--- src/rtl/counter_display_driver_if.sv ---
// rtl/counter_display_driver_if.sv - value/mode inputs and display/status outputs of counter_display_driver
interface counter_display_driver_if #(
   parameter int N      = 32,
   parameter int DIGITS = 8
);
   logic [N-1:0]      value;
   logic              hex_mode;
   logic              busy;
   logic              conv_valid;
   logic              overflow;
   logic [DIGITS-1:0] anodes;
   logic [6:0]        segments;
   logic              dp;

   // master drives the value being displayed, slave is the display driver
   modport master (output value, hex_mode,
                   input  busy, conv_valid, overflow, anodes, segments, dp);
   modport slave  (input  value, hex_mode,
                   output busy, conv_valid, overflow, anodes, segments, dp);
endinterface

--- src/rtl/counter_display_driver.sv ---
// rtl/counter_display_driver.sv - binary-to-BCD/hex seven-segment scan driver; optional LEADING_ZERO_BLANK_EN blanks leading zeros
module counter_display_driver #(
   parameter int N           = 32,
   parameter int DIGITS      = 8,
   parameter int REFRESH_DIV = 100000
) (
   input  logic                   clock,
   input  logic                   reset,
   counter_display_driver_if.slave bus
);
   localparam int BCD_DIGITS = (N * 3) / 10 + 1;
   localparam int SRW        = 4 * BCD_DIGITS + N;
   localparam int DW4        = 4 * DIGITS;
   localparam int XW_DEC     = (4 * BCD_DIGITS > DW4) ? 4 * BCD_DIGITS : DW4;
   localparam int XW_HEX     = (N > DW4) ? N : DW4;
   localparam int CW         = $clog2(N + 1);
   localparam int SW         = (REFRESH_DIV > 1) ? $clog2(REFRESH_DIV) : 1;
   localparam int IW         = (DIGITS > 1) ? $clog2(DIGITS) : 1;

   typedef enum logic [1:0] {IDLE, SHIFT, DONE} state_t;

   state_t            state_q, state_d;
   logic [SRW-1:0]    sr_q, sr_d;
   logic [CW-1:0]     cnt_q, cnt_d;
   logic [N-1:0]      val_q, val_d;
   logic              hex_q, hex_d;
   logic [DW4-1:0]    disp_q, disp_d;
   logic              ovf_q, ovf_d;
   logic              conv_q, conv_d;
   logic [SW-1:0]     scan_q, scan_d;
   logic [IW-1:0]     digit_q, digit_d;
   logic [DIGITS-1:0] anodes_q, anodes_d;
   logic [6:0]        seg_q, seg_d;

   logic [SRW-1:0]    sr_adj;
   logic [XW_DEC-1:0] bcd_ext;
   logic [XW_HEX-1:0] hex_ext;
   logic [DW4-1:0]    disp_sh;
   logic [3:0]        nib;
   logic              blank;

   function automatic logic [6:0] seg7(input logic [3:0] n);
      case (n)
         4'h0: return 7'b1000000;
         4'h1: return 7'b1111001;
         4'h2: return 7'b0100100;
         4'h3: return 7'b0110000;
         4'h4: return 7'b0011001;
         4'h5: return 7'b0010010;
         4'h6: return 7'b0000010;
         4'h7: return 7'b1111000;
         4'h8: return 7'b0000000;
         4'h9: return 7'b0010000;
         4'hA: return 7'b0001000;
         4'hB: return 7'b0000011;
         4'hC: return 7'b1000110;
         4'hD: return 7'b0100001;
         4'hE: return 7'b0000110;
         default: return 7'b0001110;
      endcase
   endfunction

   // conversion FSM: capture in IDLE, double-dabble in SHIFT, latch display in DONE
   always_comb begin
      state_d = state_q;
      sr_d    = sr_q;
      cnt_d   = cnt_q;
      val_d   = val_q;
      hex_d   = hex_q;
      disp_d  = disp_q;
      ovf_d   = ovf_q;
      conv_d  = 1'b0;
      sr_adj  = sr_q;
      for (int j = 0; j < BCD_DIGITS; j++) begin
         if (sr_q[N+4*j +: 4] >= 4'd5) sr_adj[N+4*j +: 4] = sr_q[N+4*j +: 4] + 4'd3;
      end
      bcd_ext = XW_DEC'(sr_q[SRW-1:N]);
      hex_ext = XW_HEX'(val_q);
      case (state_q)
         IDLE: begin
            val_d = bus.value;
            hex_d = bus.hex_mode;
            if (bus.hex_mode) begin
               state_d = DONE;
            end else begin
               sr_d    = SRW'(bus.value);
               cnt_d   = '0;
               state_d = SHIFT;
            end
         end
         SHIFT: begin
            sr_d = sr_adj << 1;
            if (cnt_q == CW'(N - 1)) state_d = DONE;
            else                     cnt_d   = cnt_q + CW'(1);
         end
         DONE: begin
            // digits beyond the displayed ones only feed the overflow flag
            if (hex_q) begin
               disp_d = hex_ext[DW4-1:0];
               ovf_d  = |(hex_ext >> DW4);
            end else begin
               disp_d = bcd_ext[DW4-1:0];
               ovf_d  = |(bcd_ext >> DW4);
            end
            conv_d  = 1'b1;
            state_d = IDLE;
         end
         default: state_d = IDLE;
      endcase
   end

   // scan engine: dwell counter, digit index and registered anode/segment drive
   always_comb begin
      scan_d  = scan_q + SW'(1);
      digit_d = digit_q;
      if (scan_q == SW'(REFRESH_DIV - 1)) begin
         scan_d  = '0;
         digit_d = (digit_q == IW'(DIGITS - 1)) ? '0 : digit_q + IW'(1);
      end
      disp_sh = disp_q >> {digit_q, 2'b00};
      nib     = disp_sh[3:0];
      blank   = 1'b0;
`ifdef LEADING_ZERO_BLANK_EN
      // blank when this digit and every digit above it are zero; digit 0 always shows
      blank   = (digit_q != '0) && (disp_sh == '0);
`endif
      anodes_d = ~(DIGITS'(1) << digit_q);
      seg_d    = blank ? 7'h7F : seg7(nib);
   end

   // conversion state registers
   always_ff @(posedge clock or negedge reset) begin
      if (!reset) begin
         state_q <= IDLE;
         sr_q    <= '0;
         cnt_q   <= '0;
         val_q   <= '0;
         hex_q   <= 1'b0;
         disp_q  <= '0;
         ovf_q   <= 1'b0;
         conv_q  <= 1'b0;
      end else begin
         state_q <= state_d;
         sr_q    <= sr_d;
         cnt_q   <= cnt_d;
         val_q   <= val_d;
         hex_q   <= hex_d;
         disp_q  <= disp_d;
         ovf_q   <= ovf_d;
         conv_q  <= conv_d;
      end
   end

   // scan state and output registers
   always_ff @(posedge clock or negedge reset) begin
      if (!reset) begin
         scan_q   <= '0;
         digit_q  <= '0;
         anodes_q <= '1;
         seg_q    <= 7'h7F;
      end else begin
         scan_q   <= scan_d;
         digit_q  <= digit_d;
         anodes_q <= anodes_d;
         seg_q    <= seg_d;
      end
   end

   assign bus.busy       = (state_q != IDLE);
   assign bus.conv_valid = conv_q;
   assign bus.overflow   = ovf_q;
   assign bus.anodes     = anodes_q;
   assign bus.segments   = seg_q;
   assign bus.dp         = 1'b1;
endmodule

--- src/flat_wrapper.sv ---
// flat-port wrapper written by rule: the top's interface ports become plain ports
module counter_display_driver_flat 
#(
   parameter int N           = 32,
   parameter int DIGITS      = 8,
   parameter int REFRESH_DIV = 100000
)
  (clock, reset, bus_value, bus_hex_mode, bus_busy, bus_conv_valid, bus_overflow, bus_anodes, bus_segments, bus_dp);
  counter_display_driver_if #(.N(N), .DIGITS(DIGITS)) bus_i ();
  input  logic clock;
  input  logic reset;
  input wire logic [$bits(bus_i.value)-1:0] bus_value;
  input wire logic [$bits(bus_i.hex_mode)-1:0] bus_hex_mode;
  output wire logic [$bits(bus_i.busy)-1:0] bus_busy;
  output wire logic [$bits(bus_i.conv_valid)-1:0] bus_conv_valid;
  output wire logic [$bits(bus_i.overflow)-1:0] bus_overflow;
  output wire logic [$bits(bus_i.anodes)-1:0] bus_anodes;
  output wire logic [$bits(bus_i.segments)-1:0] bus_segments;
  output wire logic [$bits(bus_i.dp)-1:0] bus_dp;
  assign bus_i.value = bus_value;
  assign bus_i.hex_mode = bus_hex_mode;
  assign bus_busy = bus_i.busy;
  assign bus_conv_valid = bus_i.conv_valid;
  assign bus_overflow = bus_i.overflow;
  assign bus_anodes = bus_i.anodes;
  assign bus_segments = bus_i.segments;
  assign bus_dp = bus_i.dp;
  counter_display_driver #(.N(N), .DIGITS(DIGITS), .REFRESH_DIV(REFRESH_DIV)) u_core (.clock(clock), .reset(reset), .bus(bus_i));
endmodule
--- config.mk ---
export PLATFORM = sky130hd
export DESIGN_NAME = counter_display_driver_flat
export DESIGN_NICKNAME = d
export VERILOG_FILES = /design/src/rtl/counter_display_driver_if.sv /design/src/rtl/counter_display_driver.sv /design/src/flat_wrapper.sv
export SDC_FILE = /design/constraint.sdc
export NUM_CORES = 1
export LEC_CHECK = 0
export BUFFER_PORTS_ARGS = -buffer_cell sky130_fd_sc_hd__clkbuf_2
export CAP_MARGIN = 10
export CORE_MARGIN = 4
export CORE_UTILIZATION = 40
export DETAILED_ROUTE_END_ITERATION = 10
export PLACE_DENSITY_LB_ADDON = 0.15
export SETUP_SLACK_MARGIN = 0.2
export SLEW_MARGIN = 20
export SYNTH_ARGS = -nofsm -noshare
export SYNTH_HDL_FRONTEND = slang
export SYNTH_SLANG_ARGS = --single-unit
--- constraint.sdc ---
create_clock -name clock -period 5.2 [get_ports clock]
set_input_delay 0 -clock clock [delete_from_list [all_inputs] [get_ports clock]]
set_output_delay 0 -clock clock [all_outputs]
set_load 0.01 [all_outputs]
==> implementation parameters, run 1 <==
Parameter                              Value

Global routing
  Busiest metal layer after global routing    met2
  Via count of the first global-routing pass    6288
  Overall fraction of global-route tracks in use    16.1%
  Global-route wire length before repair    approximately 32 mm
  Global routing met3 resource utilization    3.44%
  Number of antenna violations at the first check in global routing    0
  Fraction of met1 tracks used by global routing    21.0%
  Overflow left after global routing    0
  Met2 routing resource usage after global routing    27.5%
  Largest net degree at the start of global routing    75

Clocking
  Clock root buffer    sky130_fd_sc_hd__clkbuf_16
  CTS HTree Levels    4
  TritonCTS clock tree    yes
  Clock-pin slew of the registers on the worst-case setup and hold paths    ~0.07 ns
  Latest clock arrival within the worst-skew pair    between 0.4 and 0.5 ns
  Clock buffer count from CTS    17
  Buffer depth of the longest clock path    2
  Clock sink count    182
  Buffers inserted during post-CTS setup optimization    0

Critical path
  Top Family by Delay on Critical Path    multiplexers
  Required time worst endpoint    5.54 ns
  Critical setup path kind    reg -> reg
  Critical Path Source Type    register
  Endpoint of the worst register-to-register path    u_core.bus.segments[0]$_DFF_PN1_
  Worst Setup End Kind    register
  Cell depth of the worst flop-to-flop path    6
  Cells along the critical path    mux4_1 -> mux2i_1 -> inv_1 -> ha_1 -> and3_2 -> a211o_1
  Setup slack of the most critical reg-to-reg path    roughly 2.5 ns
  Max Fanout on Critical Path    13
  Slowest cell on the critical path    sky130_fd_sc_hd__dfrtp_1
  Origin of the critical flop-to-flop path    u_core.digit_q[0]$_DFFE_PN0N_
  Slowest Stage Delay on Critical Path    0.68 ns
  Count of buffer and inverter cells on the critical path    1
  Crit path DAT    approximately 3.0 ns

Yosys
  Post-synthesis sequential element count    182
  Synthesized area    0.00872 mm²
  Post-Syn Nets    864
  Number of standard cells after synthesis    794
  Ys async rst share    100%
  Count of flip-flops with a built-in enable after synthesis    0
  Register area share after synthesis    52.4%
  Dominant register cell in the synthesized netlist    sky130_fd_sc_hd__dfrtp_1
  Yosys synthesis warning count    0
  Syn avg cell area    about 11 µm²
  Synth cell types    51

Timing
  Max Transition Viols Final    0
  Unrepaired setup endpoints after global routing    false
  Final critical-path required period    2.69 ns
  Clock Skew    0.00966 ns
  Worst Max-Slew Pin Slew    1.03 ns
  Worst slew margin    a little under a third
  Achievable frequency    0.372 GHz
  Fin crit share    51.7%
  Final setup TNS    0 ns
  Total count of hold-check failures in the final report    0
  Endpoints failing setup    0
  Smallest setup slack after layout    roughly 2.5 ns

Power and ir drop
  Power per Cell Area    roughly 600 mW/mm²
  Cell internal power dissipation    3.83 mW
  Comb power frac    37.9%
  Total leakage power    4.66 nW
  Power spent charging and discharging nets    2.27 mW
  Total Power    6.10 mW
  Clock power frac    21.1%
  Worst voltage drop across the vdd grid    0.374 mV
  Net switching share of the total power    37.2%
  Fraction of power consumed by sequential logic    41.0%

Floorplanning
  Die height    156 µm
  Die area    0.0242 mm²
  Starting density of the core    41.1%
  Horiz. Die Dim    156 µm
  Top-level I/O count    54
  Count of standard-cell rows    53
  Core Footprint    0.0212 mm²

Final layout
  Leading cell type in the layout, fill and taps excluded    sky130_fd_sc_hd__dfrtp_1
  Share of the core filled with cells    a little under half
  Antenna diodes    0
  Final Net Count    between 900 and 1000
  Synth-to-Final Area Change    16.4%
  Most frequent cells in the layout    sky130_fd_sc_hd__dfrtp_1, sky130_fd_sc_hd__nand2_1, sky130_fd_sc_hd__clkbuf_2
  Non-filler cells in the finished layout    1149
  Share of post-route cells with drive strength above 1    18.1%
  Fillers    just under 2000

Run status
  Status    finished clean

Routing
  Average detailed-routed wire length per instance    ~16 µm
  1st-pass router iterations    6
  1st-iter DRT viols    roughly 360
  Number of antenna-violating nets in the routed design    0
  Number of vias per cell after detailed routing    5.28
  Via Count    approximately 6100
  Wirelength, routed    18.7 mm
  Detailed-route DRC error count    0

Place
  RD Place Congestion    0.799
  Minimum setup slack after placement    2.49 ns
  Port Buffers    52
  Final HPWL from detailed placement    12.4 mm
  Instance count after placement with tap cells included    approximately 1100

Run
  Max-cap viol count    0

Min path
  Path type of the worst min-delay path    in -> async
## state kept, by name, summed over array words and instances, names as in the netlist
register,count
u_core.hex_q,1
u_core.cnt_q,6
u_core.scan_q,17
u_core.bus.conv_valid,1
u_core.sr_q,72
u_core.digit_q,3
u_core.bus.overflow,1
u_core.bus.anodes,8
u_core.state_q,2
u_core.hex_ext,32
u_core.bus.segments,7
u_core.disp_q,32
## power groups by stage
stage               Combinational (mW)  Clock (mW)  Sequential (mW)
finish                            2.31        1.29             2.50
global route                      2.61        1.38             2.58
CTS                               2.33        1.32             2.51
detailed placement                2.30           0             2.53
global placement                  2.21           0             2.52
floorplan                         1.88           0             2.31
## per-stage QoR
step	cell area [µm²]	hold slack [ns]
2_1_floorplan	8720	-0.296
5_1_grt	10200	0.212
3_3_place_gp	9230	0.0698
4_1_cts	10200	0.189
6_report	10200	0.166
3_5_place_dp	9230	0.0810
## metal layers
layer  vias to the layer above  part of all wire, %
li1                       2924                    -
met1                      3018                   46
met2                       110                   49
met3                        12                  3.4
met4                         0                 0.82
met5                         -                    0
## worst register-to-register path, stage by stage, from the launching register on
cell,delay [ns]
sky130_fd_sc_hd__dfrtp_1,0.68
sky130_fd_sc_hd__mux4_1,0.62
sky130_fd_sc_hd__mux2i_1,0.42
sky130_fd_sc_hd__inv_1,0.18
sky130_fd_sc_hd__ha_1,0.29
sky130_fd_sc_hd__and3_2,0.20
sky130_fd_sc_hd__a211o_1,0.23
## how the worst max path moves through the flow
stage / from / endpoint / cells past startpoint
after global routing: u_core.digit_q[0]$_DFFE_PN0N_ / u_core.bus.segments[0]$_DFF_PN1_ / 6
after floorplan: u_core.digit_q[0]$_DFFE_PN0N_ / u_core.bus.segments[0]$_DFF_PN1_ / 7
after global placement: u_core.digit_q[0]$_DFFE_PN0N_ / u_core.bus.segments[0]$_DFF_PN1_ / 6
after detailed placement: u_core.digit_q[0]$_DFFE_PN0N_ / u_core.bus.segments[0]$_DFF_PN1_ / 6
final: u_core.digit_q[0]$_DFFE_PN0N_ / u_core.bus.segments[0]$_DFF_PN1_ / 6
after CTS: u_core.digit_q[0]$_DFFE_PN0N_ / u_core.bus.segments[0]$_DFF_PN1_ / 6
## synthesized netlist by cell type, types with 2 or more instances
cell type	number	area, µm²
sky130_fd_sc_hd__dfrtp_1	167	4180
sky130_fd_sc_hd__a22o_1	13	114
sky130_fd_sc_hd__nor3_1	5	25.0
sky130_fd_sc_hd__mux4_2	3	67.6
sky130_fd_sc_hd__inv_1	34	128
sky130_fd_sc_hd__nand2_1	107	402
sky130_fd_sc_hd__buf_2	2	10.0
sky130_fd_sc_hd__a31oi_1	32	200
sky130_fd_sc_hd__xor2_1	12	105
sky130_fd_sc_hd__buf_1	6	22.5
sky130_fd_sc_hd__nor3b_1	5	37.5
sky130_fd_sc_hd__nand4_1	4	25.0
sky130_fd_sc_hd__buf_4	2	15.0
sky130_fd_sc_hd__mux2i_4	2	45.0
sky130_fd_sc_hd__o32ai_1	5	43.8
sky130_fd_sc_hd__o31ai_1	11	82.6
sky130_fd_sc_hd__ha_1	35	438
sky130_fd_sc_hd__mux4_1	5	131
sky130_fd_sc_hd__mux2_2	39	439
sky130_fd_sc_hd__nor2b_1	3	18.8
sky130_fd_sc_hd__o21ai_0	46	230
sky130_fd_sc_hd__xnor2_1	22	193
sky130_fd_sc_hd__dfstp_2	15	394
sky130_fd_sc_hd__nand3_1	9	45.0
sky130_fd_sc_hd__or3_1	2	12.5
sky130_fd_sc_hd__nor2_1	52	195
sky130_fd_sc_hd__o22ai_1	14	87.6
sky130_fd_sc_hd__a21oi_1	16	80.1
sky130_fd_sc_hd__mux2i_1	50	500
sky130_fd_sc_hd__clkbuf_1	33	124
sky130_fd_sc_hd__a32o_1	9	90.1
sky130_fd_sc_hd__nand2b_1	13	81.3
sky130_fd_sc_hd__nor4_1	3	18.8
## timing repair
item	in CTS	in global routing
setup endpoints to repair	0	0
hold buffers	34	0
endpoints found under the hold margin	141	0
gates resized for setup	0	0
## final cells by class
type,instances,area (µm²),area share (%)
clock buffer,21,480,4.73
clock inverter,11,109,1.07
inverter,35,131,1.29
multi-input combinational,533,3860,38.0
sequential,182,4570,45.0
tap,275,344,3.39
timing repair buffer,92,652,6.42
## cell families (layout without fill, tap and decap cells)
group,after synthesis,after routing,share of synthesized area (%)
other cells,1,1,0.0430
simple gates,212,212,10.7
compound gates,152,152,11.2
fa+ha+maj,35,35,5.02
mux,99,99,13.6
buf+inv,79,159,3.60
xor+xnor,34,34,3.41
flops,182,182,52.4
Power figures use the tool's default switching activity.
==> run 2, diff against run 1 <==
clock period = 2.8 ns   (was 5.2 ns; I/O delays follow)
==> implementation parameters, run 2 (synthesized netlist as in run 1, its figures left out) <==
Parameter                              Value

Run status
  Status    finished clean (unchanged)

Global routing
  Overall fraction of global-route tracks in use    16.3% (was 16.1%)
  Global-route wire length before repair    31.9 mm (was 31.5 mm)
  Number of antenna violations at the first check in global routing    0 (unchanged)
  Via count of the first global-routing pass    6408 (was 6288)
  Overflow left after global routing    0 (unchanged)
  Largest net degree at the start of global routing    77 (was 75)

Power and ir drop
  Comb power frac    39.2% (was 37.9%)
  Net switching share of the total power    37.3% (was 37.2%)
  Total leakage power    4.72 nW (was 4.66 nW)
  Worst voltage drop across the vdd grid    0.476 mV (was 0.374 mV)
  Total Power    11.5 mW (was 6.10 mW)
  Power spent charging and discharging nets    4.29 mW (was 2.27 mW)
  Fraction of power consumed by sequential logic    39.9% (was 41.0%)
  Clock power frac    21.0% (was 21.1%)
  Power per Cell Area    1120 mW/mm² (was 600 mW/mm²)
  Cell internal power dissipation    7.22 mW (was 3.83 mW)

Critical path
  Critical Path Source Type    register (unchanged)
  Max Fanout on Critical Path    13 (unchanged)
  Required time worst endpoint    3.15 ns (was 5.54 ns)
  Origin of the critical flop-to-flop path    u_core.digit_q[0]$_DFFE_PN0N_ (unchanged)
  Crit path DAT    2.64 ns (was 3.03 ns)
  Worst Setup End Kind    register (unchanged)
  Timing startpoint of the critical path    u_core.digit_q[0]$_DFFE_PN0N_ (unchanged)
  Critical setup path kind    reg -> reg (unchanged)

Floorplanning
  Top-level I/O count    54 (unchanged)
  Die height    156 µm (unchanged)
  Starting density of the core    41.1% (unchanged)
  Count of standard-cell rows    53 (unchanged)
  Die area    0.0242 mm² (unchanged)
  Core Footprint    0.0212 mm² (unchanged)
  Horiz. Die Dim    156 µm (unchanged)

Timing
  Smallest setup slack after layout    0.510 ns (was 2.51 ns)
  Unrepaired setup endpoints after global routing    false (unchanged)
  Endpoints failing setup    0 (unchanged)
  Worst slew margin    49.2% (was 31.6%)
  Fin crit share    81.8% (was 51.7%)
  Worst Max-Slew Pin Slew    0.762 ns (was 1.03 ns)
  Final critical-path required period    2.29 ns (was 2.69 ns)
  Clock Skew    0.0102 ns (was 0.00966 ns)
  Max Transition Viols Final    0 (unchanged)
  Total count of hold-check failures in the final report    0 (unchanged)
  Achievable frequency    0.437 GHz (was 0.372 GHz)
  Final setup TNS    0 ns (unchanged)

Final layout
  Multi-input gate area    0.00386 mm² (unchanged)
  Most frequent cells in the layout    sky130_fd_sc_hd__dfrtp_1, sky130_fd_sc_hd__nand2_1, sky130_fd_sc_hd__clkbuf_2 (unchanged)
  Flip-flop count of the largest register after layout    72 (unchanged)
  Top register by number of flip-flops    u_core.sr_q (unchanged)
  Antenna diodes    0 (unchanged)
  Final Net Count    942 (was 931)
  Seq. cell area    0.00458 mm² (was 0.00457 mm²)
  Leading cell type in the layout, fill and taps excluded    sky130_fd_sc_hd__dfrtp_1 (unchanged)
  Fillers    1899 (was 1955)
  Share of post-route cells with drive strength above 1    19.1% (was 18.1%)
  Synth-to-Final Area Change    17.8% (was 16.4%)

Clocking
  Clock sink count    182 (unchanged)
  Clock buffer count from CTS    17 (unchanged)
  TritonCTS clock tree    yes (unchanged)
  Buffer depth of the longest clock path    2 (unchanged)
  Clock root buffer    sky130_fd_sc_hd__clkbuf_16 (unchanged)
  Clock-pin slew of the registers on the worst-case setup and hold paths    0.07 ns (about the same)
  CTS HTree Levels    4 (unchanged)
  Buffers inserted during post-CTS setup optimization    0 (unchanged)
  Latest clock arrival within the worst-skew pair    0.43 ns (was 0.42 ns)

Run
  Max-cap viol count    0 (unchanged)

Routing
  1st-pass router iterations    5 (was 6)
  Number of antenna-violating nets in the routed design    0 (unchanged)
  Wirelength, routed    18.9 mm (was 18.7 mm)
  Via Count    6129 (was 6064)
  1st-iter DRT viols    250 (was 358)
  Detailed-route DRC error count    0 (unchanged)
  Number of vias per cell after detailed routing    5.29 (was 5.28)
  Average detailed-routed wire length per instance    16.3 µm (about the same)

Min path
  Path type of the worst min-delay path    in -> async (unchanged)

Place
  Port Buffers    52 (unchanged)
  Minimum setup slack after placement    0.324 ns (was 2.49 ns)
  Final HPWL from detailed placement    13.3 mm (was 12.4 mm)
  RD Place Congestion    0.850 (was 0.799)
## run 2: metrics by stage
| step | hold slack, ns | utilization, % | std cells | cell area [µm²] |
|---|---|---|---|---|
| floorplan | -0.296 | - | 794 | 8720 |
| global placement | 0.0916 | 44.0 | 1094 | 9350 |
| detailed placement | 0.0964 | 44.0 | 1094 | 9350 |
| CTS | 0.201 | 48.4 | 1159 | 10300 |
| global route | 0.237 | 48.4 | 1159 | 10300 |
| finish | 0.172 | 48.4 | 1159 | 10300 |
## run 2: metal layers
metal / routed length, µm / global-route usage, %
met1: 8710 / 21.6
met2: 9410 / 27.1
met4: 198 / 4.17
met3: 604 / 3.77
met5: 0 / 0
## run 2: layout make-up
class | instances | share of cell area [%]
Clock buffer | 18 | 4.27
Tap cell | 275 | 3.35
Clock inverter | 13 | 1.44
Multi-Input combinational cell | 533 | 37.6
Sequential cell | 182 | 44.5
Timing Repair Buffer | 103 | 7.51
Inverter | 35 | 1.28
## run 2: path summary, 6_finish.rpt
path                                                    end  slack, ns  depth (start not counted)
setup / recovery           u_core.bus.segments[0]$_DFF_PN1_       0.51                          7
hold / removal                  u_core.scan_q[13]$_DFF_PN0_       0.17                          2
setup reg to reg           u_core.bus.segments[0]$_DFF_PN1_       0.51                          7
hold reg to reg               u_core.disp_q[13]$_DFFE_PN0P_       0.48                          2
max in group asynchronous     u_core.digit_q[0]$_DFFE_PN0N_       1.81                          3
min in group clock           u_core.hex_ext[31]$_DFFE_PN0N_       0.35                          3
## run 2: power groups by stage
stage          Sequential (mW)  Clock, mW  Combinational (mW)
2_1_floorplan             4.29          0                3.49
3_3_place_gp              4.62          0                4.30
3_5_place_dp              4.64          0                4.50
4_1_cts                   4.60       2.48                4.56
5_1_grt                   4.73       2.60                5.07
6_report                  4.59       2.41                4.51
## run 2: worst max-delay path, cell delays in order (launching register included)
cell and delay [ns]:
sky130_fd_sc_hd__dfrtp_2 0.55, sky130_fd_sc_hd__mux4_1 0.61, sky130_fd_sc_hd__mux2i_1 0.16, sky130_fd_sc_hd__buf_4 0.17, sky130_fd_sc_hd__inv_1 0.08, sky130_fd_sc_hd__ha_1 0.25, sky130_fd_sc_hd__and3_2 0.18, sky130_fd_sc_hd__a211o_1 0.23
## run 2: timing repair
action	in CTS	in global routing
hold buffers	34	0
gates resized for setup	0	1
setup endpoints to repair	0	3
hold endpoints to repair	141	0
